==> config.mk <==
export PLATFORM = sky130hd
export DESIGN_NAME = pipe_chain
export DESIGN_NICKNAME = d
export VERILOG_FILES = /design/src/rtl/pipe_chain.sv
export SDC_FILE = /design/constraint.sdc
export NUM_CORES = 1
export LEC_CHECK = 0
export CAP_MARGIN = 25
export CORE_ASPECT_RATIO = 0.5
export CORE_MARGIN = 8
export CORE_UTILIZATION = 25
export DETAILED_ROUTE_END_ITERATION = 10
export HOLD_SLACK_MARGIN = 0.12
export PLACE_DENSITY = 0.54
export REMOVE_ABC_BUFFERS = 1
export SYNTH_ARGS = -nofsm -noshare
export SYNTH_HDL_FRONTEND = slang
export SYNTH_SLANG_ARGS = --single-unit
==> constraint.sdc <==
create_clock -name clk -period 3 [get_ports clk]
set_clock_uncertainty 0.1 [all_clocks]
set_input_delay 0.6 -clock clk [delete_from_list [all_inputs] [get_ports clk]]
set_output_delay 0.6 -clock clk [all_outputs]
set_load 0.05 [all_outputs]
==> src/rtl/pipe_chain.sv <==
// Elastic register chain with collapsing bubbles, global stall, per-stage kill
// and a saturating count of killed entries. Stage 0 is the input stage.
module pipe_chain #(
  parameter int WIDTH = 32,
  parameter int DEPTH = 4,
  parameter int CNTW  = 8
) (
  input  logic                       clk,
  input  logic                       rst,
  input  logic                       in_valid,
  output logic                       in_ready,
  input  logic [WIDTH-1:0]           in_data,
  input  logic                       stall,
  input  logic [DEPTH-1:0]           flush,
  output logic                       out_valid,
  input  logic                       out_ready,
  output logic [WIDTH-1:0]           out_data,
  output logic [$clog2(DEPTH+1)-1:0] occupancy,
  output logic [CNTW-1:0]            kill_cnt
);

  localparam int OW = $clog2(DEPTH + 1);
  localparam int SW = CNTW + 5;
  localparam logic [SW-1:0] CNT_MAX = {{5{1'b0}}, {CNTW{1'b1}}};

  // Handshake: a transfer happens on a rising edge only when valid and ready
  // are both high in the preceding cycle; neither side waits on the other.
  logic [DEPTH-1:0] v;
  logic [WIDTH-1:0] d [DEPTH];

  logic [DEPTH-1:0] rdy;
  logic [DEPTH-1:0] src_v;
  logic [WIDTH-1:0] src_d [DEPTH];
  logic [OW-1:0]    occ;
  logic [OW-1:0]    kills;
  logic [SW-1:0]    cnt_sum;
  logic             rdy_acc;

  // A stage is ready if anything downstream of it (or itself) is a bubble,
  // or the consumer takes the last entry.
  always_comb begin
    rdy_acc = out_ready | ~v[DEPTH-1];
    rdy[DEPTH-1] = rdy_acc;
    for (int i = DEPTH - 2; i >= 0; i--) begin
      rdy_acc = rdy_acc | ~v[i];
      rdy[i] = rdy_acc;
    end
  end

  // A killed entry is replaced by a bubble on its way to the next stage.
  always_comb begin
    src_v[0] = in_valid;
    src_d[0] = in_data;
    for (int i = 1; i < DEPTH; i++) begin
      src_v[i] = v[i-1] & ~flush[i-1];
      src_d[i] = d[i-1];
    end
  end

  always_comb begin
    occ   = '0;
    kills = '0;
    for (int i = 0; i < DEPTH; i++) begin
      occ   = occ + OW'(v[i]);
      kills = kills + OW'(v[i] & flush[i]);
    end
    cnt_sum = {{5{1'b0}}, kill_cnt} + SW'(kills);
  end

  always_ff @(posedge clk) begin
    if (rst) begin
      v <= '0;
      for (int i = 0; i < DEPTH; i++) d[i] <= '0;
      kill_cnt <= '0;
    end else begin
      for (int i = 0; i < DEPTH; i++) begin
        if (!stall && rdy[i]) begin
          v[i] <= src_v[i];
          d[i] <= src_d[i];
        end else if (flush[i]) begin
          v[i] <= 1'b0;
        end
      end
      kill_cnt <= (cnt_sum > CNT_MAX) ? CNT_MAX[CNTW-1:0] : cnt_sum[CNTW-1:0];
    end
  end

  assign in_ready  = rdy[0] & ~stall;
  assign out_valid = v[DEPTH-1] & ~flush[DEPTH-1] & ~stall;
  assign out_data  = d[DEPTH-1];
  assign occupancy = occ;

endmodule
==> metrics <==
WP data required 3.25 ns; Residual DRC 0; Clock transition at path regs 0.06 ns; YS warnings 0; core area 21,630 µm²; Final ANT Viol Nets 0; post-route cell area approximately 7300 µm²; sequential share of power 50.7%; dpl cells 734; Async SR Flop Fraction 0%; placed cell area 6778 µm²; Seq cells post-synth 140; sequential cell area fraction in the yosys report 74.16%; Bufs on Longest Clock Path 2; largest vdd supply drop between 0.0003 and 0.0004 V; Hold Crit Start d[1][10]; Initial DRT Pass Iterations 5; Clock Latency Late Sink 0.41 ns; R2R Path Start v[0]; antenna violations before repair 0; TritonCTS clock tree done; Post-synth EDFFs 128; Lkg Pwr 0.002727 µW; Ports 86; Vias roughly 2,800; hold slack between 0.4 and 0.5 ns; first-pass GRT wire length 15,330 µm; Power Density 616.0 nW/µm²; H-Tree Depth 4; die area 27,320 µm²; Hold Buf Count CTS 0; main area contributors after synthesis edfxtp_1 70%, and2_1 11%, dfxtp_1 4.4%, and2_2 4.4%, fa_1 1.5%; grt ovf 0; internal power 3466 µW; GPL Wtd Cong 0.7358; non-filler cells, final approximately 770; Max Slew Vio Count 0; Fmax 0.3522 GHz; minimum clock period after layout about 2.8 ns; Comb pwr share 7.8%; unrepaired setup endpoints after global routing no; Die Ht 120.9 µm; Yosys cell types 40; area leader, netlist edfxtp_1; post-DR wirelength/cell 12.49 µm; IO buf count 85; post-synth top area share 69.80%; synthesized area per cell 15.47 µm²; synth cell count leaders 128 x edfxtp_1, 96 x and2_1, 32 x and2_2; Data arrival, critical path 3.08 ns; Initial Util 25.45%; post-CTS setup buffers 0; # diodes 0; GRT Util Overall 7.454%; Worst setup EP type flip-flop; dominant synthesized flop cell edfxtp_1; # fillers 2,093; Die X 225.9 µm; CP Max Fanout 5; Hold Fails Final Rpt 0; fin util 33.80%; Detailed Place HPWL 6678 µm; final worst-path cycle share 94.64%; num rows 38; final wirelength 9564 µm; most instantiated library cell after synthesis edfxtp_1; Cells after Synth approximately 360; Hold Path Class flip-flop to flip-flop; power share of the clock group between 40% and 50%; Max Cap Viol 0; Sink Count 140; switch share 23.06%; Crit. Startpoint flush[0]; Startpoint Class primary input; outcome complete, no violations; Worst Max-Slew Pin Slew 0.9320 ns; Worst slew margin 37.66%; CTS buffer count 17; vias in the first global route a little under 3,000; P&R area growth vs syn 32.79%; NetSw 1039 µW; layout cells sized above 1 18.88%; final net count 501; largest net degree at the start of global routing 33; setup violators final 0; Via-to-Cell Ratio 3.650; clk root buf clkbuf_16; Mapped Area 5507 µm²; DRT iter0 DRCs 128; Crit Path Category primary input to flip-flop
-- cell type report --
type                            instances  area (µm²)  share of cell area [%]
Sequential cell                       140        4084                   55.85
Multi-Input combinational cell        192        1346                   18.41
Tap cell                              300       375.4                   5.133
Inverter                                9       33.78                  0.4620
Timing Repair Buffer                   93       933.4                   12.77
Clock inverter                         14       110.1                   1.506
Clock buffer                           18       429.2                   5.869
-- per-stage QoR --
step	setup TNS, ns	power (µW)	setup slack, ns
after floorplan	0	2511	0.09480
after global placement	-1.418	2681	-0.2568
after detailed placement	-1.757	2685	-0.3023
after CTS	0	4580	0.006044
after global routing	0	4695	0.02018
final	0	4504	0.1607
-- cells in the final DEF (no fill, tap or decap), types with 4 or more instances in the layout --
master,count
and2_1,96
nor3_1,4
clkdlybuf4s50_1,80
fa_1,4
nand2_1,6
and2_2,32
dfxtp_1,12
nor2_1,6
a21oi_1,8
inv_6,5
clkinvlp_4,4
edfxtp_1,128
buf_4,9
clkbuf_16,17
inv_1,9
-- cell families (layout without fill, tap and decap cells) --
group / after synthesis / in the layout / synth area share (%)
xor gates and xnor gates: 3 / 3 / 0.4773
and+or+nand+nor: 164 / 164 / 19.31
AOI/OAI and AO/OA: 17 / 17 / 1.932
buffers and inverters: 24 / 134 / 1.795
DFF: 140 / 140 / 74.17
muxes: 1 / 1 / 0.1818
adders and majority gates: 7 / 7 / 2.136
-- registers in the layout (all words and copies together) (netlist names) --
| name | flops |
|---|---|
| d | 128 |
| kill_cnt | 8 |
| v | 4 |
-- critical path: stages --
cell	delay, ns
clkdlybuf4s50_1	0.48
nand2_1	0.08
fa_1	0.49
fa_1	0.45
inv_1	0.09
fa_1	0.21
and4_1	0.25
nand4_1	0.24
a21oi_1	0.20
-- power by group through the flow --
stage	sequential [µW]	combinational [µW]	clock, µW
3_3_place_gp	2320	358	0
2_1_floorplan	2420	92.7	0
3_5_place_dp	2330	359	0
5_1_grt	2290	376	2020
6_report	2280	350	1870
4_1_cts	2290	360	1940
-- repair_timing --
action,4_1_cts,5_1_grt
gates resized for setup,1,2
pin swaps,0,0
endpoints found under the hold margin,0,0
endpoints found under the setup margin,1,1
-- layer usage --
layer	vias up	global-route usage [%]	part of all wire (%)	routed length, µm
met5	-	0	0	0
met4	0	4.000	2.2	212
met3	15	2.388	3.7	353
met2	34	13.69	54	5198
met1	1311	7.545	40	3800
li1	1436	-	-	-
-- path summary, 6_finish.rpt --
kind	end	slack (ns)	depth (start not counted)
max	kill_cnt[0]	0.16	9
min	d[2][10]	0.41	1
max reg2reg	kill_cnt[0]	0.43	8
min reg2reg	d[2][10]	0.41	1
Note: power is estimated with default switching activity, not from simulation.
==> RTL change (same flow settings) <==
The parameter `CNTW` goes from 8 to 16.
--- a/src/rtl/pipe_chain.sv
+++ b/src/rtl/pipe_chain.sv
@@ -4,5 +4,5 @@
   parameter int WIDTH = 32,
   parameter int DEPTH = 4,
-  parameter int CNTW  = 8
+  parameter int CNTW  = 16
 ) (
   input  logic                       clk,
Interface: changed (resized kill_cnt); port bits go from 86 to 94. The function was not compared with the original's and may differ.
==> RTL change against the original RTL <==
First-iteration DRC count is 21% higher. Sequential share of layout area is 2.6 points lower. Utilization is 0.97 points higher. Power is 7.9% higher. Clock power is 15% higher. Sequential cell count is 8 higher. Worst hold slack hardly changed. Setup slack worse by 0.041 ns. Non-clock buffer count is 19 higher. Wire length is 22% higher. Final area is 9.1% higher. Area after synthesis is 6.5% higher.
==> RTL change: results (changes against the original RTL) <==
metric	value	unit	change
status	completed		
M2 GR Usage	15.26	%	+1.6 points
met2 WL post-DR	6377	um	+23%
worst path arrival time	2.18	ns	-0.90 ns
DP Area	0.007355	sq mm	+8.5%
gpl congestion	0.7626		+3.6%
CP Capture Point	occupancy[1]		
adder-cell share of the synthesized area	2.006	%	-0.13 points
Port Buffers	93		+9.4%
Synth Area in XOR/XNOR	1.344	%	+0.87 points
Reg2Reg Depth	9		+1
Synth Area in Compound Gates	3.158	%	+1.2 points
Initial DRT Pass Iterations	4		-1
FF-to-FF End	kill_cnt[14]		
count of cell types in the netlist	37		-7.5%
leakage	3.079	nW	+13%
sequential fraction of the synthesis area	72.39	%	-1.8 points
Reg2Reg Setup Slack	0.45	ns	+0.02 ns
M1 GR Usage	8.559	%	+1.0 points
fin nets	565		+13%
Fill cells	2231		+6.6%
routed length on met1	4765	um	+25%
crit-path max FO	6		+1
VDD IR max	0.3415	mV	+6.5%
global-route wire length before repair	18540	um	+21%
-- RTL change: changes by cell type after synthesis, sizes merged, moves of 3 or more --
cell,unedited run,this run
inv,9,15
and2,128,99
xor2,2,6
o21ai,3,8
clkbuf,13,18
and3,2,33
nand2b,0,4
nand3,2,7
a21oi,8,11
dfxtp,12,20
-- RTL change: through the flow --
| stage | instances | hold WS [ns] | setup slack, ns |
|---|---|---|---|
| after floorplan | 386 | 0.3894 | -2.256 |
| after global placement | 804 | 0.3991 | -0.4363 |
| after detailed placement | 805 | 0.4033 | -0.4756 |
| after CTS | 837 | 0.4125 | 0.02733 |
| after global routing | 837 | 0.4267 | 0.004078 |
| final | 837 | 0.4112 | 0.1198 |
-- RTL change: where the power goes --
group          switching (mW)  internal [mW]
Combinational           0.211          0.137
Clock                   0.831           1.32
Sequential             0.0206           2.34
Total                    1.06           3.80
-- RTL change: timing repair --
item	CTS	global route
endpoints found under the setup margin	11	12
gates resized for setup	0	4
hold buffers	0	0
buffers inserted	0	0
pin swaps	1	4
-- RTL change: worst reg2reg max path, cell delays in order, from the launching register on --
cell	delay, ns
dfxtp_1	0.38
nand2_1	0.09
fa_1	0.48
fa_2	0.36
inv_1	0.09
fa_2	0.22
nand4_1	0.21
nor4_2	0.24
mux2i_1	0.21
nor2_1	0.05
-- RTL change: cell type report --
class / instances / area (sq um) / share of cell area (%)
inverter: 15 / 56.30 / 0.7061
sequential: 148 / 4244 / 53.22
timing repair buffer: 112 / 1131 / 14.18
clock inverter: 14 / 173.9 / 2.181
tap: 307 / 384.1 / 4.817
multi-input combinational: 223 / 1555 / 19.50
clock buffer: 18 / 429.2 / 5.382
